**config.mk**
```make
export PLATFORM = sky130hd
export DESIGN_NAME = izh_array
export DESIGN_NICKNAME = d
export VERILOG_FILES = /design/src/rtl/izh_pkg.sv /design/src/rtl/izh_array_update.sv /design/src/rtl/izh_array.sv
export SDC_FILE = /design/constraint.sdc
export NUM_CORES = 2
export LEC_CHECK = 0
export CAP_MARGIN = 15
export CELL_PAD_IN_SITES_DETAIL_PLACEMENT = 1
export CELL_PAD_IN_SITES_GLOBAL_PLACEMENT = 2
export CORE_UTILIZATION = 30
export DETAILED_ROUTE_END_ITERATION = 8
export PLACE_DENSITY = 0.65
export SLEW_MARGIN = 25
export SYNTH_ARGS = -nofsm -noshare
export SYNTH_HDL_FRONTEND = slang
export SYNTH_SLANG_ARGS = --single-unit
```
**constraint.sdc**
```tcl
create_clock -name clk -period 25.5 [get_ports clk]
set_input_delay 3.825 -clock clk [delete_from_list [all_inputs] [get_ports clk]]
set_output_delay 3.825 -clock clk [all_outputs]
set_load 0.01 [all_outputs]
```
**src/rtl/izh_pkg.sv**
```systemverilog
// ---------------------------------------------------------------------------
// izh_pkg
// Shared types and fixed-point constants for the Izhikevich neuron array.
// All constants are returned as ints scaled by 2**frac so the same package
// serves any fractional width. Fractional coefficients are rounded to the
// nearest LSB. Whole-number constants are exact shifts.
//
// Contents:
//   izh_mode_e   - neuron firing mode (RS, IB, CH, FS)
//   izh_state_e  - sweep FSM state
//   izh_thr      - spike threshold (30)
//   izh_k004     - quadratic coefficient (0.04)
//   izh_c140     - constant drive term (140)
//   izh_a/b/c/d  - per-mode recovery and reset parameters
// ---------------------------------------------------------------------------
package izh_pkg;

    typedef enum logic [1:0] {
        MODE_RS = 2'd0,
        MODE_IB = 2'd1,
        MODE_CH = 2'd2,
        MODE_FS = 2'd3
    } izh_mode_e;

    typedef enum logic [1:0] {
        S_IDLE = 2'd0,
        S_RD   = 2'd1,
        S_EX   = 2'd2,
        S_WB   = 2'd3
    } izh_state_e;

    // round(num/den * 2**frac) for non-negative ratios
    function automatic int izh_fx(input int num, input int den, input int frac);
        return ((num <<< frac) + den / 2) / den;
    endfunction

    function automatic int izh_thr(input int frac);
        return 30 <<< frac;
    endfunction

    function automatic int izh_k004(input int frac);
        return izh_fx(4, 100, frac);
    endfunction

    function automatic int izh_c140(input int frac);
        return 140 <<< frac;
    endfunction

    // recovery time scale
    function automatic int izh_a(input izh_mode_e mode, input int frac);
        int r;
        case (mode)
            MODE_FS: r = izh_fx(10, 100, frac);
            default: r = izh_fx(2, 100, frac);
        endcase
        return r;
    endfunction

    // recovery sensitivity, identical for all modes
    function automatic int izh_b(input int frac);
        return izh_fx(20, 100, frac);
    endfunction

    // post-spike membrane reset value
    function automatic int izh_c(input izh_mode_e mode, input int frac);
        int r;
        case (mode)
            MODE_IB: r = -(55 <<< frac);
            MODE_CH: r = -(50 <<< frac);
            default: r = -(65 <<< frac);
        endcase
        return r;
    endfunction

    // post-spike recovery increment
    function automatic int izh_d(input izh_mode_e mode, input int frac);
        int r;
        case (mode)
            MODE_RS: r = 8 <<< frac;
            MODE_IB: r = 4 <<< frac;
            default: r = 2 <<< frac;
        endcase
        return r;
    endfunction

endpackage

```
**src/rtl/izh_array_update.sv**
```systemverilog
// ---------------------------------------------------------------------------
// izh_update
// Combinational single-neuron Izhikevich step in signed fixed point.
// All intermediates are carried at 2*WIDTH+4 bits so no product can wrap.
// Shifts are arithmetic, so they floor. Both results are clamped to the
// WIDTH signed range.
//
// Ports:
//   v, u    - current membrane / recovery state
//   cur     - input current I
//   mode    - firing mode selecting a/c/d
//   v_next  - updated membrane state
//   u_next  - updated recovery state
//   spike   - stored v was at or above threshold
// ---------------------------------------------------------------------------
module izh_update
    import izh_pkg::*;
#(
    parameter int WIDTH = 16,
    parameter int FRAC  = 7
) (
    input  logic signed [WIDTH-1:0] v,
    input  logic signed [WIDTH-1:0] u,
    input  logic signed [WIDTH-1:0] cur,
    input  izh_mode_e               mode,
    output logic signed [WIDTH-1:0] v_next,
    output logic signed [WIDTH-1:0] u_next,
    output logic                    spike
);

    localparam int IW = 2 * WIDTH + 4;

    localparam logic signed [IW-1:0] SMAX = {{(IW-WIDTH+1){1'b0}}, {(WIDTH-1){1'b1}}};
    localparam logic signed [IW-1:0] SMIN = {{(IW-WIDTH+1){1'b1}}, {(WIDTH-1){1'b0}}};
    localparam logic signed [IW-1:0] THR_X  = IW'(izh_thr(FRAC));
    localparam logic signed [IW-1:0] K004_X = IW'(izh_k004(FRAC));
    localparam logic signed [IW-1:0] C140_X = IW'(izh_c140(FRAC));
    localparam logic signed [IW-1:0] B_X    = IW'(izh_b(FRAC));
    localparam logic signed [IW-1:0] FIVE_X = IW'(5);

    function automatic logic signed [WIDTH-1:0] sat(input logic signed [IW-1:0] x);
        logic signed [IW-1:0] y;
        if (x > SMAX)
            y = SMAX;
        else if (x < SMIN)
            y = SMIN;
        else
            y = x;
        return WIDTH'(y);
    endfunction

    logic signed [IW-1:0] vx, ux, ix;
    logic signed [IW-1:0] a_x, c_x, d_x;
    logic signed [IW-1:0] v2, quad, v_sum;
    logic signed [IW-1:0] bv, du, u_sum;

    always_comb begin
        vx = IW'(v);
        ux = IW'(u);
        ix = IW'(cur);
        a_x = IW'(izh_a(mode, FRAC));
        c_x = IW'(izh_c(mode, FRAC));
        d_x = IW'(izh_d(mode, FRAC));

        // Threshold test looks at the stored v, not the freshly integrated one.
        spike = (vx >= THR_X);

        v2    = (vx * vx) >>> FRAC;
        quad  = (K004_X * v2) >>> FRAC;
        v_sum = vx + quad + FIVE_X * vx + C140_X - ux + ix;

        bv    = (B_X * vx) >>> FRAC;
        du    = (a_x * (bv - ux)) >>> FRAC;
        u_sum = ux + du;

        if (spike) begin
            v_next = sat(c_x);
            u_next = sat(ux + d_x);
        end else begin
            v_next = sat(v_sum);
            u_next = sat(u_sum);
        end
    end

endmodule

```
**src/rtl/izh_array.sv**
```systemverilog
// ---------------------------------------------------------------------------
// izh_array
// Time-multiplexed array of N Izhikevich neurons sharing one update datapath.
// A step pulse in IDLE starts a sweep: each neuron takes RD (fetch operands),
// EX (compute and register result) and WB (commit, report spike). Host writes
// of current and mode are only honoured while idle.
//
// Ports:
//   clk, reset_n          - clock, synchronous active-low reset
//   cur_we/cur_addr/data  - write input current of neuron cur_addr
//   mode_we/mode_data     - write firing mode of neuron cur_addr
//   step                  - start a sweep (ignored while busy)
//   busy                  - sweep in progress (RD/EX/WB)
//   done                  - one-cycle pulse after the final WB
//   spike_valid/spike_id  - one-cycle spike event during a neuron's WB
//   rd_addr, v_rd, u_rd   - registered state readback, 1-cycle latency
// ---------------------------------------------------------------------------
module izh_array
    import izh_pkg::*;
#(
    parameter  int N     = 4,
    parameter  int WIDTH = 16,
    parameter  int FRAC  = 7,
    localparam int AW    = (N > 1) ? $clog2(N) : 1
) (
    input  logic                    clk,
    input  logic                    reset_n,
    input  logic                    cur_we,
    input  logic [AW-1:0]           cur_addr,
    input  logic signed [WIDTH-1:0] cur_data,
    input  logic                    mode_we,
    input  logic [1:0]              mode_data,
    input  logic                    step,
    output logic                    busy,
    output logic                    done,
    output logic                    spike_valid,
    output logic [AW-1:0]           spike_id,
    input  logic [AW-1:0]           rd_addr,
    output logic signed [WIDTH-1:0] v_rd,
    output logic signed [WIDTH-1:0] u_rd
);

    // Storage is rounded up to a power of two so every address decodes;
    // entries at or beyond N are never swept.
    localparam int DEPTH = 1 << AW;
    localparam logic [AW-1:0] LAST = AW'(N - 1);

    localparam logic signed [WIDTH-1:0] V_RST = WIDTH'(izh_c(MODE_RS, FRAC));
    localparam logic signed [WIDTH-1:0] U_RST =
        WIDTH'((izh_b(FRAC) * izh_c(MODE_RS, FRAC)) >>> FRAC);

    izh_state_e state, state_nxt;
    logic [AW-1:0] idx;

    logic signed [WIDTH-1:0] v_mem [DEPTH];
    logic signed [WIDTH-1:0] u_mem [DEPTH];
    logic signed [WIDTH-1:0] i_mem [DEPTH];
    izh_mode_e               m_mem [DEPTH];

    logic signed [WIDTH-1:0] v_op, u_op, i_op;
    izh_mode_e               m_op;
    logic signed [WIDTH-1:0] v_new, u_new, v_res, u_res;
    logic                    spk_new, spk_r;

    izh_update #(
        .WIDTH (WIDTH),
        .FRAC  (FRAC)
    ) u_update (
        .v      (v_op),
        .u      (u_op),
        .cur    (i_op),
        .mode   (m_op),
        .v_next (v_new),
        .u_next (u_new),
        .spike  (spk_new)
    );

    // FSM state register
    always_ff @(posedge clk) begin
        if (!reset_n)
            state <= S_IDLE;
        else
            state <= state_nxt;
    end

    // FSM next state and decoded outputs
    always_comb begin
        state_nxt   = state;
        busy        = 1'b0;
        spike_valid = 1'b0;
        spike_id    = '0;
        case (state)
            S_IDLE: begin
                if (step)
                    state_nxt = S_RD;
            end
            S_RD: begin
                busy      = 1'b1;
                state_nxt = S_EX;
            end
            S_EX: begin
                busy      = 1'b1;
                state_nxt = S_WB;
            end
            S_WB: begin
                busy        = 1'b1;
                spike_valid = spk_r;
                spike_id    = spk_r ? idx : '0;
                state_nxt   = (idx == LAST) ? S_IDLE : S_RD;
            end
            default: state_nxt = S_IDLE;
        endcase
    end

    // Neuron state, pipeline registers and readback
    always_ff @(posedge clk) begin
        if (!reset_n) begin
            idx   <= '0;
            done  <= 1'b0;
            v_rd  <= '0;
            u_rd  <= '0;
            v_op  <= '0;
            u_op  <= '0;
            i_op  <= '0;
            m_op  <= MODE_RS;
            v_res <= '0;
            u_res <= '0;
            spk_r <= 1'b0;
            for (int k = 0; k < DEPTH; k++) begin
                v_mem[k] <= V_RST;
                u_mem[k] <= U_RST;
                i_mem[k] <= '0;
                m_mem[k] <= MODE_RS;
            end
        end else begin
            done <= (state == S_WB) && (idx == LAST);
            // Sampled before this edge's WB lands, so a coinciding read
            // returns the pre-update value.
            v_rd <= v_mem[rd_addr];
            u_rd <= u_mem[rd_addr];

            case (state)
                S_IDLE: begin
                    idx <= '0;
                    if (cur_we)
                        i_mem[cur_addr] <= cur_data;
                    if (mode_we)
                        m_mem[cur_addr] <= izh_mode_e'(mode_data);
                end
                S_RD: begin
                    v_op <= v_mem[idx];
                    u_op <= u_mem[idx];
                    i_op <= i_mem[idx];
                    m_op <= m_mem[idx];
                end
                S_EX: begin
                    v_res <= v_new;
                    u_res <= u_new;
                    spk_r <= spk_new;
                end
                S_WB: begin
                    v_mem[idx] <= v_res;
                    u_mem[idx] <= u_res;
                    idx <= (idx == LAST) ? '0 : idx + AW'(1);
                end
                default: ;
            endcase
        end
    end

endmodule
```
## Word-level counts from Yosys, hierarchy flattened

Memory sizes are Yosys's and may differ from the RTL's. A register that Yosys moved wholly into a read port is not among the register bits.
Cells that the tools add are included.

- Output and inout port bits: 37
- Memories: 4
- Input bits: 27
- Logic and storage cells: 102
- Register bits: 38
- RAM bits: 200

Memory list:

| memory | words | bits a word | rd ports | clocked after memory_dff | wr ports | RTL line | RTL |
|---|---|---|---|---|---|---|---|
| i_mem | 4 | 16 | 1 | 1 | 4 | izh_array.sv:57 | `logic signed [WIDTH-1:0] i_mem [DEPTH];` |
| u_mem | 4 | 16 | 2 | 2 | 4 | izh_array.sv:56 | `logic signed [WIDTH-1:0] u_mem [DEPTH];` |
| v_mem | 4 | 16 | 2 | 2 | 4 | izh_array.sv:55 | `logic signed [WIDTH-1:0] v_mem [DEPTH];` |
| m_mem | 4 | 2 | 1 | 1 | 4 | izh_array.sv:58 | `izh_mode_e m_mem [DEPTH];` |

- Equality and inequality tests: 8
- $lt $le $gt $ge: 9
- Mux-type cells: 46
- $add $sub $neg: 9
- Reduce and logical (&&, ||, !) cells: 15
- Multipliers: 5

Operators with widths:

| operator | number |
|---|---|
| 16-bit two-way mux | 13 |
| 16-bit OR reduction | 3 |
| 36-bit by 16-bit adder with 36-bit output | 1 |
| 36-bit by 16-bit adder with 36-bit output (second input constant) | 1 |
| 36-bit adder | 1 |
| 36-bit by 16-bit > comparator with 1-bit output (second input constant) | 1 |
| 36-bit by 16-bit < comparator with 1-bit output (second input constant) | 1 |
| 36-bit by 16-bit subtractor with 36-bit output | 1 |
| 32-bit by 16-bit > comparator with 1-bit output (second input constant) | 1 |
| 32-bit by 16-bit < comparator with 1-bit output (second input constant) | 1 |
| 16-bit by 16-bit multiplier with 32-bit output | 1 |
| 30-bit by 16-bit > comparator with 1-bit output (second input constant) | 1 |
| 30-bit by 16-bit < comparator with 1-bit output (second input constant) | 1 |
| 4-bit by 25-bit multiplier with 29-bit output (first input constant) | 1 |
| 14-bit one-hot mux with 2 select lines | 1 |
| 16-bit by 22-bit adder with 23-bit output | 1 |
| 5-bit by 17-bit multiplier with 22-bit output | 1 |
| 11-bit one-hot mux with 2 select lines | 1 |
| 5-bit by 16-bit multiplier with 21-bit output (first input constant) | 1 |
| 4-bit by 16-bit multiplier with 20-bit output (first input constant) | 1 |
| 1-bit two-way mux | 19 |
| 2-bit two-way mux | 9 |
| 16-bit by 12-bit adder with 17-bit output | 1 |
| 16-bit by 15-bit adder with 17-bit output | 1 |
| 17 further kinds | 28 |

## Depth between registers and ports, before layout

- Depth in word-level cells: 11
- Mapped depth: 62
- Depth with buffers taken out: 59

## By module

Synthesis repeated with hierarchy kept, for this count alone.

- Cell total of the unflattened synthesis: 3303
- Area total of the unflattened synthesis: 33389.5 µm²

By module, submodules not included:

| module | area each (µm²) | cells each | times used | sequential area each (µm²) |
|---|---|---|---|---|
| izh_update | 19685.1 | 2314 | 1 | 0.0 |
| izh_array | 13704.4 | 989 | 1 | 8408.1 |

## Worst setup path before layout

No wires, ideal clock.

- Kind: reg2reg
- From: reg v_op[15] (read register of v_mem)
- To: reg v_res[4]
- Clock period less this slack: 12.784 ns
- Slack: 12.716 ns
- Data arrival time: 12.666 ns
- Data required time: 25.383 ns
- Path buffers: 5
- Cell stages (with the launch flop): 55
- Library setup time: 0.117 ns
- Cell sequence: dfxtp_1 > clkbuf_1 > clkbuf_1 > buf_1 > nand2_1 > fa_1 > inv_1 > fa_1 > fa_1 > fa_1 > fa_1 > inv_1 > fa_1 > inv_1 > ha_1 > a21o_1 > a21oi_1 > a21boi_0 > (+19 left out) > o31ai_1 > nand2b_1 > a21oi_1 > xor2_1 > fa_1 > inv_1 > ha_1 > ha_1 > clkbuf_1 > a21oi_1 > o21ai_0 > or4_4 > a2111oi_4 > nand4_2 > o31ai_4 > buf_6 > o21ai_2 > a32o_1

- Longest elaborated chain between the ends: 11
- Elaborated cells between the ends (all ways): 14
- Classes of those cells: add/sub: 5; mul: 3; order compare: 3; mux: 3

RTL lines:

| element | RTL line | RTL |
|---|---|---|
| from (decl) | izh_array.sv:60 | `logic signed [WIDTH-1:0] v_op, u_op, i_op;` |
| 16-bit by 16-bit multiplier with 32-bit output | izh_array_update.sv:68 | `v2 = (vx * vx) >>> FRAC;` |
| 4-bit by 25-bit multiplier with 29-bit output | izh_array_update.sv:69 | `quad = (K004_X * v2) >>> FRAC;` |
| 16-bit by 22-bit adder with 23-bit output | izh_array_update.sv:70 | `v_sum = vx + quad + FIVE_X * vx + C140_X - ux + ix;` |
| 36-bit adder | izh_array_update.sv:70 |  |
| 36-bit by 16-bit adder with 36-bit output | izh_array_update.sv:70 |  |
| 36-bit by 16-bit subtractor with 36-bit output | izh_array_update.sv:70 |  |
| 36-bit by 16-bit adder with 36-bit output | izh_array_update.sv:70 |  |
| 36-bit by 16-bit < comparator with 1-bit output | izh_array_update.sv:45 | `else if (x < SMIN)` |
| 16-bit two-way mux | izh_array_update.sv:45 |  |
| 16-bit two-way mux | izh_array_update.sv:43 | `if (x > SMAX)` |
| 16-bit two-way mux (*) | izh_array_update.sv:76 | `if (spike) begin` |
| to (signal assigned) | izh_array.sv:157 | `v_res <= v_new;` |
| to (decl) | izh_array.sv:62 | `logic signed [WIDTH-1:0] v_new, u_new, v_res, u_res;` |

Every way passes the cells marked *; elsewhere a longest branch is shown, timed or not.
A chain may end at the register's enable or synchronous reset.

## Final worst setup path

- From: reg v_op[7] (read register of v_mem)
- To: reg v_res[11]

The elaborated chain is that of the path after synthesis.

==> results.md <==
* First-pass GRT wire length at 149 mm
* CTS Buf Count at 40
* Clock transition at path regs at 0.06 ns
* Diode count at 0
* Die Footprint at 0.112 sq mm
* WL/cell at 19.6 microns
* GR Util All Layers at 17.3%
* Setup TNS at 0 ns
* Maximum fanout along the worst path at 13
* Post-CTS setup buffers at 0
* TritonRoute pass-1 iters at 4
* # Max-Cap Violations at 0
* Gate Count Post-Synth at 3252
* Final WL at 94.5 mm
* Die Width at 334 microns
* CTS Hold Buffers Added at 0
* Core Area at 0.109 sq mm
* Syn nets at 3981
* Kind of start point of the critical path: register
* WP data required at 25.96 ns
* Final setup vio count at 0
* DP HPWL at 76.1 mm
* Setup Crit Path Kind: reg -> reg
* Slew margin rel. at 29.0%
* Number of flops mapped to enable cells by yosys at 200
* Final Hold Viols at 0
* Synthesized area per cell at 10.2 sq um
* Worst-Margin Slew at 1.06 ns
* Area Growth Syn to Fin at 11.3%
* DIE HEIGHT at 334 microns
* Gp weighted congestion at 0.832
* RSZ-0062 raised after global routing: false
* Largest net degree at the start of global routing at 58
* Antenna viol nets, final at 0
* Synthesized area at 0.0331 sq mm
* Fmax at 0.0690 GHz
* Hold WC Path Type: reg -> reg
* CTS tree: yes
* Fin Clk Skew at 0.0247 ns
* Library cells used by synthesis at 84
* Gates resized, CTS repair at 0
* Clock Path Buffers at 3
* Gr ovfl total at 0
* Status: finished clean
* Crit end category: register
* I/O Buffers at 63
* Synth Flop Type: edfxtp_1
* Async SR Flop Fraction at 0%
* Clk_lat worst skew at 0.58 ns
* Number of remaining DRC errors at 0
* YS warnings at 0
* Seq cells post-synth at 320
* Final Slew Violations at 0
* CTS root buf: clkbuf_16
* TritonCTS Sinks at 320
* Fin crit period at 14.50 ns
* CP max-delay cell: o32ai_1
* Drt initial violations at 979
* Initial Utilization at 30.4%
* Crit path DAT at 14.96 ns
* Vias per cell at 4.72
* H-tree levels at 2
* Final clock period utilization by the worst path at 56.9%
* Part of the Yosys area used for sequential elements at 25.4%
* Initial antenna violation count at 1
* Vias in the first global route at 25200
* Share of layout cells above drive strength 1 at 7.75%
* Slowest stage delay, CP at 0.69 ns
* Nets@finish at 4041
* Std-Cell Rows at 121
* Vias post-DR at 22800
* Boundary Pins at 64
-- area by class of cell --
type                       count  area, sq um
clock buffer                  58         1090
tap                         1476         1850
multi-input combinational   2242        22200
sequential                   320         8410
fill                       12400        72300
timing repair buffer         110          980
clock inverter                16          160
inverter                     598         2240
-- placed cells by master (no fill, tap or decap), drive strengths merged, types with 7 or more instances in the layout --
cell type / instances
nor2b: 82
a21o: 43
or3: 8
clkbuf: 58
dfxtp: 120
buf: 49
a21boi: 10
o31ai: 12
o22ai: 10
or2: 37
inv: 599
o211ai: 11
a22o: 10
nor3: 40
clkinv: 13
a31oi: 11
nand4: 16
nand2: 159
mux2i: 54
xor2: 52
o21ai: 83
nand2b: 78
o31a: 8
nor4: 10
fa: 325
xnor2: 101
o21bai: 7
ha: 377
and3: 34
and2: 145
clkdlybuf4s50: 61
o21a: 29
a21oi: 113
nor2: 171
a31o: 8
edfxtp: 200
nand3: 39
mux4: 82
a211oi: 9
-- worst paths after layout --
kind | depth (start not counted) | start | end | slack [ns]
setup / recovery | 55 | v_op[7]$_SDFFE_PN0N_ | v_res[11]$_SDFFE_PN0N_ | 11.00
hold / removal | 2 | i_op[14]$_SDFFE_PN0N_ | i_op[14]$_SDFFE_PN0N_ | 0.52
setup reg to reg | 55 | v_op[7]$_SDFFE_PN0N_ | v_res[11]$_SDFFE_PN0N_ | 11.00
hold reg to reg | 2 | i_op[14]$_SDFFE_PN0N_ | i_op[14]$_SDFFE_PN0N_ | 0.52
-- flip-flops by register name, summed over array words and instances (netlist names), 2 cells and up --
name and count:
u_mem 64, i_op 16, m_mem 8, idx 2, v_mem 64, u_op 16
i_mem 64, m_op 2, v_res 16, v_rd 16, u_res 16, u_rd 16
state 2, v_op 16
-- Yosys cell counts, types with 34 or more instances --
library cell / number / area, sq um
xnor2_1: 101 / 885
clkbuf_1: 73 / 274
or2_2: 35 / 219
a21o_1: 43 / 323
dfxtp_1: 120 / 2400
inv_1: 598 / 2240
and2_1: 145 / 907
nor3_1: 39 / 195
nor2b_1: 81 / 507
nand3_1: 39 / 195
nor2_1: 171 / 642
ha_1: 377 / 4720
o21ai_0: 79 / 395
xor2_1: 52 / 455
nand2_1: 159 / 597
and3_1: 34 / 213
mux2i_1: 54 / 541
fa_1: 325 / 6510
nand2b_1: 78 / 488
a21oi_1: 111 / 556
mux4_2: 82 / 1850
edfxtp_1: 200 / 6010
-- layer usage --
layer,share of wire [%],vias up,global-route usage (%)
li1,-,10900,-
met1,47,11500,23.0
met4,1.6,0,3.12
met5,0,-,0
met2,49,235,30.5
met3,2.2,75,1.56
-- per-stage QoR --
| stage | instances | util, % | hold WS [ns] | cell area [sq um] | setup slack [ns] |
|---|---|---|---|---|---|
| finish | 4820 | 33.8 | 0.522 | 36900 | 11.00 |
| global route | 4820 | 33.8 | 0.550 | 36900 | 10.03 |
| CTS | 4819 | 33.8 | 0.533 | 36900 | 10.83 |
| detailed placement | 4745 | 32.6 | 0.514 | 35600 | 10.87 |
| global placement | 4745 | 32.6 | 0.499 | 35600 | 11.04 |
| floorplan | 3252 | - | 0.445 | 33100 | 12.72 |
-- logic make-up (layout without fill, tap and decap cells) --
family | after synthesis | after routing | share of synthesized area (%)
compound gates | 417 | 417 | 8.52
fa+ha+maj | 702 | 702 | 33.9
simple gates | 832 | 832 | 13.1
buf+inv | 690 | 782 | 7.84
xor+xnor | 153 | 153 | 4.04
flops | 320 | 320 | 25.4
other cells | 1 | 1 | 0.0113
mux | 137 | 137 | 7.24
-- critical path, delay by kind of cell, from the launching register on --
family / cells / cell delay (ns)
AOI/OAI and AO/OA: 19 / 5.72
xor gates and xnor gates: 3 / 0.62
adders and majority gates: 13 / 4.97
buffers and inverters: 8 / 0.82
DFF: 1 / 0.31
and+or+nand+nor: 12 / 1.91
Power is not shown: default switching activity piles up to over one toggle a cycle in this logic, so the estimate is an artifact.
